[src/rtl/vm_loader.sv]
// vm_loader: boot-time byte-stream loader for the stack-VM core.
// Decodes 'P' (program), 'D' (data) and 'G' (go) commands from a valid/ready
// byte stream and writes 12-bit program words / 8-bit data bytes into the
// core's memories. Holds the core in reset until GO is accepted.
//
// Ports:
//   eo3       clock (rising edge)
//   nF3       synchronous active-high reset
//   in_valid  stream byte valid
//   in_data   stream byte
//   in_ready  loader can accept a byte (combinational)
//   pw_en     program memory write strobe (registered, one cycle)
//   pw_addr   program write address
//   pw_data   program write word, [11:8] = opcode
//   dw_en     data memory write strobe (registered, one cycle)
//   dw_addr   data write address
//   dw_data   data write byte
//   core_rst  reset to the VM core, active-high
//   done      GO accepted; held until reset
//   err       protocol error seen; sticky until reset
module vm_loader #(
    parameter int PROG_AW = 8,
    parameter int DATA_AW = 8
) (
    input  logic               eo3,
    input  logic               nF3,
    input  logic               in_valid,
    input  logic [7:0]         in_data,
    output logic               in_ready,
    output logic               pw_en,
    output logic [PROG_AW-1:0] pw_addr,
    output logic [11:0]        pw_data,
    output logic               dw_en,
    output logic [DATA_AW-1:0] dw_addr,
    output logic [7:0]         dw_data,
    output logic               core_rst,
    output logic               done,
    output logic               err
);

    typedef enum logic [3:0] {
        S_IDLE,
        S_P_ADDR,
        S_P_CNT,
        S_P_HI,
        S_P_LO,
        S_D_ADDR,
        S_D_CNT,
        S_D_BYTE,
        S_RUN,
        S_ERR
    } state_t;

    state_t             state_q, state_d;
    logic [PROG_AW-1:0] pa_q, pa_d;
    logic [DATA_AW-1:0] da_q, da_d;
    // 9 bits so that a count byte of 0 can be held as 256 items.
    logic [8:0]         cnt_q, cnt_d;
    logic [3:0]         hi_q, hi_d;

    logic               pw_en_q, pw_en_d;
    logic [PROG_AW-1:0] pw_addr_q, pw_addr_d;
    logic [11:0]        pw_data_q, pw_data_d;
    logic               dw_en_q, dw_en_d;
    logic [DATA_AW-1:0] dw_addr_q, dw_addr_d;
    logic [7:0]         dw_data_q, dw_data_d;
    logic               core_rst_q, core_rst_d;
    logic               done_q, done_d;
    logic               err_q, err_d;

    logic               accept;

    assign in_ready = !nF3 && (state_q != S_RUN);
    assign accept   = in_valid && in_ready;

    always_comb begin
        state_d    = state_q;
        pa_d       = pa_q;
        da_d       = da_q;
        cnt_d      = cnt_q;
        hi_d       = hi_q;
        pw_en_d    = 1'b0;
        pw_addr_d  = pw_addr_q;
        pw_data_d  = pw_data_q;
        dw_en_d    = 1'b0;
        dw_addr_d  = dw_addr_q;
        dw_data_d  = dw_data_q;
        core_rst_d = core_rst_q;
        done_d     = done_q;
        err_d      = err_q;

        if (accept) begin
            case (state_q)
                S_IDLE: begin
                    case (in_data)
                        8'h50: state_d = S_P_ADDR;
                        8'h44: state_d = S_D_ADDR;
                        8'h47: begin
                            state_d    = S_RUN;
                            core_rst_d = 1'b0;
                            done_d     = 1'b1;
                        end
                        default: begin
                            state_d = S_ERR;
                            err_d   = 1'b1;
                        end
                    endcase
                end
                S_P_ADDR: begin
                    pa_d    = PROG_AW'(in_data);
                    state_d = S_P_CNT;
                end
                S_P_CNT: begin
                    cnt_d   = (in_data == 8'h00) ? 9'd256 : {1'b0, in_data};
                    state_d = S_P_HI;
                end
                S_P_HI: begin
                    if (in_data[7:4] != 4'h0) begin
                        state_d = S_ERR;
                        err_d   = 1'b1;
                    end else begin
                        hi_d    = in_data[3:0];
                        state_d = S_P_LO;
                    end
                end
                S_P_LO: begin
                    pw_en_d   = 1'b1;
                    pw_addr_d = pa_q;
                    pw_data_d = {hi_q, in_data};
                    pa_d      = pa_q + PROG_AW'(1);
                    cnt_d     = cnt_q - 9'd1;
                    state_d   = (cnt_q == 9'd1) ? S_IDLE : S_P_HI;
                end
                S_D_ADDR: begin
                    da_d    = DATA_AW'(in_data);
                    state_d = S_D_CNT;
                end
                S_D_CNT: begin
                    cnt_d   = (in_data == 8'h00) ? 9'd256 : {1'b0, in_data};
                    state_d = S_D_BYTE;
                end
                S_D_BYTE: begin
                    dw_en_d   = 1'b1;
                    dw_addr_d = da_q;
                    dw_data_d = in_data;
                    da_d      = da_q + DATA_AW'(1);
                    cnt_d     = cnt_q - 9'd1;
                    state_d   = (cnt_q == 9'd1) ? S_IDLE : S_D_BYTE;
                end
                // RUN never accepts; ERR drains bytes with no effect.
                default: ;
            endcase
        end
    end

    always_ff @(posedge eo3) begin
        if (nF3) begin
            state_q    <= S_IDLE;
            pa_q       <= '0;
            da_q       <= '0;
            cnt_q      <= '0;
            hi_q       <= '0;
            pw_en_q    <= 1'b0;
            pw_addr_q  <= '0;
            pw_data_q  <= '0;
            dw_en_q    <= 1'b0;
            dw_addr_q  <= '0;
            dw_data_q  <= '0;
            core_rst_q <= 1'b1;
            done_q     <= 1'b0;
            err_q      <= 1'b0;
        end else begin
            state_q    <= state_d;
            pa_q       <= pa_d;
            da_q       <= da_d;
            cnt_q      <= cnt_d;
            hi_q       <= hi_d;
            pw_en_q    <= pw_en_d;
            pw_addr_q  <= pw_addr_d;
            pw_data_q  <= pw_data_d;
            dw_en_q    <= dw_en_d;
            dw_addr_q  <= dw_addr_d;
            dw_data_q  <= dw_data_d;
            core_rst_q <= core_rst_d;
            done_q     <= done_d;
            err_q      <= err_d;
        end
    end

    assign pw_en    = pw_en_q;
    assign pw_addr  = pw_addr_q;
    assign pw_data  = pw_data_q;
    assign dw_en    = dw_en_q;
    assign dw_addr  = dw_addr_q;
    assign dw_data  = dw_data_q;
    assign core_rst = core_rst_q;
    assign done     = done_q;
    assign err      = err_q;

endmodule
[config.mk]
export PLATFORM = sky130hd
export DESIGN_NAME = vm_loader
export DESIGN_NICKNAME = d
export VERILOG_FILES = /design/src/rtl/vm_loader.sv
export SDC_FILE = /design/constraint.sdc
export NUM_CORES = 1
export LEC_CHECK = 0
export ABC_AREA = 1
export CAP_MARGIN = 20
export CORE_MARGIN = 2
export CORE_UTILIZATION = 60
export CTS_CLUSTER_DIAMETER = 150
export CTS_CLUSTER_SIZE = 28
export DETAILED_ROUTE_END_ITERATION = 8
export DONT_BUFFER_PORTS = 1
export GPL_ROUTABILITY_DRIVEN = 0
export PLACE_DENSITY = 0.76
export SYNTH_ARGS = -nofsm -noshare
export SYNTH_HDL_FRONTEND = slang
export SYNTH_SLANG_ARGS = --single-unit
export TNS_END_PERCENT = 50
[constraint.sdc]
create_clock -name eo3 -period 1.89 [get_ports eo3]
set_input_delay 0.189 -clock eo3 [delete_from_list [all_inputs] [get_ports eo3]]
set_output_delay 0.189 -clock eo3 [all_outputs]
set_load 0.005 [all_outputs]
# Yosys cells after proc, flatten, opt, wreduce, memory -nomap -nowiden

Cells that the tools add are included.
W data, S select, Z words.

Flip-flop bits (word level): 74
Bits in latches: 0
Memory bits (writable): 0
Memory bits (read-only): 0
Output and inout bits: 42
Memories kept: 0

$add $sub $neg: 3
Multipliers: 0
Div/mod/pow operators: 0
Magnitude comparators: 0
Equal/unequal tests: 14
Shifts and indexed selects: 0
Mux-type cells: 14
Bitwise operators: 2
Reduce and logical (&&, ||, !) cells: 24

Operators by type and width:

| kind                  | count |
|---|---|
| $pmux W4 S8           | 1 |
| $pmux W8 S2           | 2 |
| $eq A8 B7 Y1 const B  | 3 |
| $pmux W9 S2           | 1 |
| $add A8 B1 Y8 const B | 2 |
| $eq A4 B3 Y1 const B  | 4 |
| $pmux W4 S3           | 1 |
| $reduce_and A2 Y1     | 6 |
| $eq A9 B1 Y1 const B  | 1 |
| $mux W9               | 1 |
| $sub A9 B1 Y9 const B | 1 |
| $eq A4 B2 Y1 const B  | 2 |
| $logic_not A8 Y1      | 1 |
| $reduce_bool A2 Y1    | 4 |
| $reduce_bool A8 Y1    | 1 |
| $reduce_and A3 Y1     | 2 |
| $reduce_or A2 Y1      | 3 |
| $eq A4 B1 Y1 const B  | 1 |
| $logic_not A4 Y1      | 1 |
| $mux W1               | 4 |
| $mux W4               | 1 |
| $ne A2 B2 Y1 const B  | 2 |
| $ne A4 B4 Y1 const B  | 1 |
| $reduce_and A4 Y1     | 1 |
| 8 further kinds       | 10 |

# Depth between registers and ports, before layout

Gate-level depths: netlist (run 1).

Word-level depth: 5
Gate-level depth with buffers: 10
Gate-level depth less buffers: 10

# Worst setup path after synthesis (run 1)

Ideal clock, no wire load.

Path kind: reg-to-reg
Start: register state_q[2]
End: register cnt_q[8]
Data arrival time: 1.295 ns
Required time: 1.780 ns
Slack: 0.485 ns
Stages on the path, launching flop included: 11
Buffers on the path: 1
Period minus slack after synthesis: 1.405 ns
Path through: dfxtp_1 inv_1 nor2_1 nand2_1 nand2_1 nor2_1 nor2_2 buf_4 nand3_1 nand3_1 inv_1

Cells in the longest elaborated chain, start to end: 4

RTL lines:

| element                                                                           | RTL line | text |
|---|---|---|
| start, declared                                                                   | 54       | `state_t state_q, state_d;` |
| start signal, assigned                                                            | 173      | `state_q <= state_d;` |
| $eq A4 B3 Y1, or another cell as far along                                        | 93       | `case (state_q)` |
| $reduce_or A2 Y1 (no source line) / $logic_and A1 B1 Y1 (equally long branches)   | -        |  |
| $reduce_bool A2 Y1 (no source line) / $logic_and A1 B1 Y1 (equally long branches) | -        |  |
| $reduce_and A2 Y1 (no source line)                                                | -        |  |
| end signal, assigned                                                              | 176      | `cnt_q <= cnt_d;` |
| end, declared                                                                     | 58       | `logic [8:0] cnt_q, cnt_d;` |

Parallel ways exist; a longest one is shown, timed or not.
A chain may end at the register's enable or synchronous reset.

# Final worst setup path (run 1)

Start: register state_q[3]
End: register cnt_q[8]

The elaborated chain is that of the path after synthesis.

==> run_results.csv, run 1 <==
group,metric,value,unit
run_status,status,"complete, no violations",
logic_synthesis,syn_avg_cell_area,6.66,um2
logic_synthesis,synth_cells,535,
finish,num-fill-cells,515,
worst_hold_path,hold_class,"input port to register",
logic_synthesis,synth_largest_area_cell,"dfxtp_1",
logic_synthesis,async_reset_ff_share,0,%
setup_path,cp.depth,9,
floorplan,io_pins,53,
global_routing,grt-ovfl-total,0,
sta,drv_slew,0,
setup_path,end_kind,"register",
global_routing,grt_max_degree,64,
clock_network,cts_tree,"yes",
finish,multi_input_area,1760,um2
global_routing,antenna_found_initial,0,
power,p_leak,1.68,nW
detailed_routing,wl_per_cell,14.7,um
setup_path,crit_chain,"inv_1, nand2_2, nor2_2, buf_4, nor2_1, nand4_1, nand3_1, nand3_1, inv_1",
global_routing,grt_pass1_vias,3150,
clock_network,cts_root_buf,"clkbuf_8",
setup_path,worst-path-buf-inv,3,
global_routing,grt_first_pass_wirelength,14.7,mm
sta,slew_headroom,62.5,%
logic_synthesis,ys_warn_count,0,
logic_synthesis,ys_ff_latch,74,
finish,finalInstanceArea,3930,um2
run,cap_violations,0,
floorplan,die-area,6570,um2
setup_path,rr_worst_depth,9,
logic_synthesis,yosysMostFrequentCell,"nand2_1",
finish,layout.nets,560,
setup_path,path_class,"register to register",
detailed_routing,drt-initial-drc-count,322,
setup_path,cp_top_family,"simple AND/OR/NAND/NOR gates",
logic_synthesis,ys_top_cells_by_count,"97 x nand2_1, 92 x nor2_1, 77 x o21ai_0",
detailed_routing,wl,9.18,mm
sta,hold-worst-slack,0.0631,ns
power,peakVddDrop,0.908,mV
sta,min_period,1.72,ns
clock_network,cts.reportedPaths.clkPinSlew,0.09,ns
logic_synthesis,synth_area_leaders,"dfxtp_1 42%, o21ai_0 11%, nand2_1 10%",
logic_synthesis,yosysSeqAreaShare,41.6,%
floorplan,row_count,28,
sta,fin_tns_setup,0,ns
clock_network,cts_num_sinks,74,
setup_path,crit_fanout,12,
detailed_routing,drt_pre_antenna_iters,6,
power,power-per-cell-area,849,nW/um2
detailed_routing,drc,0,
sta,worst_pin_slew,0.560,ns
clock_network,worstSkewPairLatency,0.35,ns
setup_path,start_kind,"register",
sta,rsz0062_at_grt,"no",
placement,dpl_cell_area,3710,um2
logic_synthesis,synth_flop_cell,"dfxtp_1",
logic_synthesis,synth_cell_types,23,
clock_network,cts.path.max_buffers,2,
floorplan,fp.dieW,81.1,um
sta,fmax,583,MHz
setup_path,cpPeakStageDelay,0.41,ns
sta,setup_viol,0,
placement,port_buffers,0,
power,p_total,3.33,mW
clock_network,h-tree-depth,3,
placement,dp_hpwl,6.26,mm
global_routing,track_usage,29.1,%
logic_synthesis,synth_edf_count,0,
finish,final_layout_size_suffix_gt1_share,8.00,%
clock_network,cts_buffers,9,
sta,hold_violations,0,
setup_path,worstPathRequired,2.19,ns
logic_synthesis,syn-cell-area,3560,um2
clock_network,post_cts_buffers,0,
sta,clock_skew,0.00861,ns
detailed_routing,num_vias,3495,
setup_path,cp.arrival,2.02,ns
floorplan,core_area,5820,um2
logic_synthesis,syn_nets,550,
detailed_routing,vias_per_cell,5.59,
finish,fin_cells,625,
placement,post-place-cells,608,
floorplan,die_h,81.1,um
floorplan,initial_core_util,61.3,%
detailed_routing,postRouteAntennaNets,0,
setup_path,crit_slowest_cell,"dfxtp_1",
logic_synthesis,synth_top_area_share,41.6,%
sta,fin_crit_sh,90.8,%
finish,diodes,0,
worst_hold_path,whs_path_depth,2,
finish,syn2layout_area_growth,10.1,%
finish,seq_area,1480,um2
## flip-flops by register name, indices dropped and copies added, names as in the netlist
name,count
dw_en,1
dw_addr,8
pw_addr,8
state_q,4
pw_data,12
da_q,8
hi_q,4
dw_data,8
err,1
core_rst,1
done,1
cnt_q,9
pw_en,1
pa_q,8
## timing repair
item / 4_1_cts / 5_1_grt
hold buffers: 1 / 0
hold endpoints to repair: 10 / 0
resized for setup: 0 / 0
## final cells by class
| cell class | instances | area share [%] |
|---|---|---|
| Clock buffer | 9 | 3.16 |
| Clock inverter | 7 | 2.14 |
| Inverter | 59 | 5.64 |
| Multi-Input combinational cell | 382 | 44.9 |
| Sequential cell | 74 | 37.7 |
| Tap cell | 75 | 2.39 |
| Timing Repair Buffer | 19 | 4.02 |
## routing by layer
metal  global-route usage (%)  routed length [um]  share of wire (%)
met1                     37.5                4060                 44
met2                     46.9                4320                 47
met3                     7.56                 660                7.2
met4                     11.0                 146                1.6
met5                        0                   0                  0
## cell families (layout without fill, tap and decap cells)
kind of cell,Yosys count,in the layout,share of synthesized area (%)
buffers and inverters,79,94,8.99
flip-flops,74,74,41.6
AO/OA/AOI/OAI,135,135,19.3
adder cells (fa/ha/maj),4,4,1.40
AND/OR/NAND/NOR,243,243,28.8
## power by group
group	switching (mW)	internal (mW)
combinational	0.261	0.130
clock	0.664	0.635
sequential	0.0414	1.60
total	0.966	2.36
## placed cells by master (no fill, tap or decap)
| cell | count |
|---|---|
| nand3_4 | 1 |
| o21a_1 | 1 |
| inv_6 | 3 |
| bufinv_16 | 1 |
| nand4_1 | 7 |
| clkbuf_8 | 9 |
| nor2_2 | 4 |
| nand2_2 | 2 |
| nand3_2 | 1 |
| clkinv_4 | 1 |
| nor3_1 | 3 |
| inv_8 | 1 |
| nand2_1 | 97 |
| inv_1 | 58 |
| nor2_1 | 92 |
| nand3_1 | 34 |
| nor2_4 | 2 |
| buf_4 | 17 |
| a21oi_1 | 52 |
| o22ai_1 | 2 |
| clkinvlp_4 | 1 |
| a211oi_1 | 2 |
| ha_1 | 4 |
| buf_12 | 1 |
| a31oi_1 | 1 |
| dfxtp_1 | 74 |
| clkinv_1 | 1 |
| o21ai_0 | 77 |
| dlygate4sd3_1 | 1 |
## worst paths after layout
path	from	to	slack (ns)
setup / recovery	state_q[3]$_SDFFE_PP0P_	cnt_q[8]$_SDFFE_PP0P_	0.17
hold / removal	in_data[0]	pw_data[0]$_SDFFE_PP0P_	0.06
setup reg to reg	state_q[3]$_SDFFE_PP0P_	cnt_q[8]$_SDFFE_PP0P_	0.17
hold reg to reg	err$_SDFFE_PP0P_	err$_SDFFE_PP0P_	0.47
## stage by stage
stage / util (%) / worst slack (ns)
after floorplan: - / 0.485
after global placement: 63.7 / 0.251
after detailed placement: 63.7 / 0.231
after CTS: 67.5 / 0.216
after global routing: 67.5 / 0.0690
final: 67.5 / 0.174
No activity file was read; power rests on OpenSTA's default activity.
==> run 2, diff against run 1 <==
--- a/config.mk
+++ b/config.mk
@@ -9,7 +9,7 @@
 export CAP_MARGIN = 20
 export CORE_MARGIN = 2
 export CORE_UTILIZATION = 60
-export CTS_CLUSTER_DIAMETER = 150
+export CTS_CLUSTER_DIAMETER = 30
 export CTS_CLUSTER_SIZE = 28
 export DETAILED_ROUTE_END_ITERATION = 8
 export DONT_BUFFER_PORTS = 1
==> results of run 2 <==
The final DEF is identical to that of run 1; final timing and power are the same.
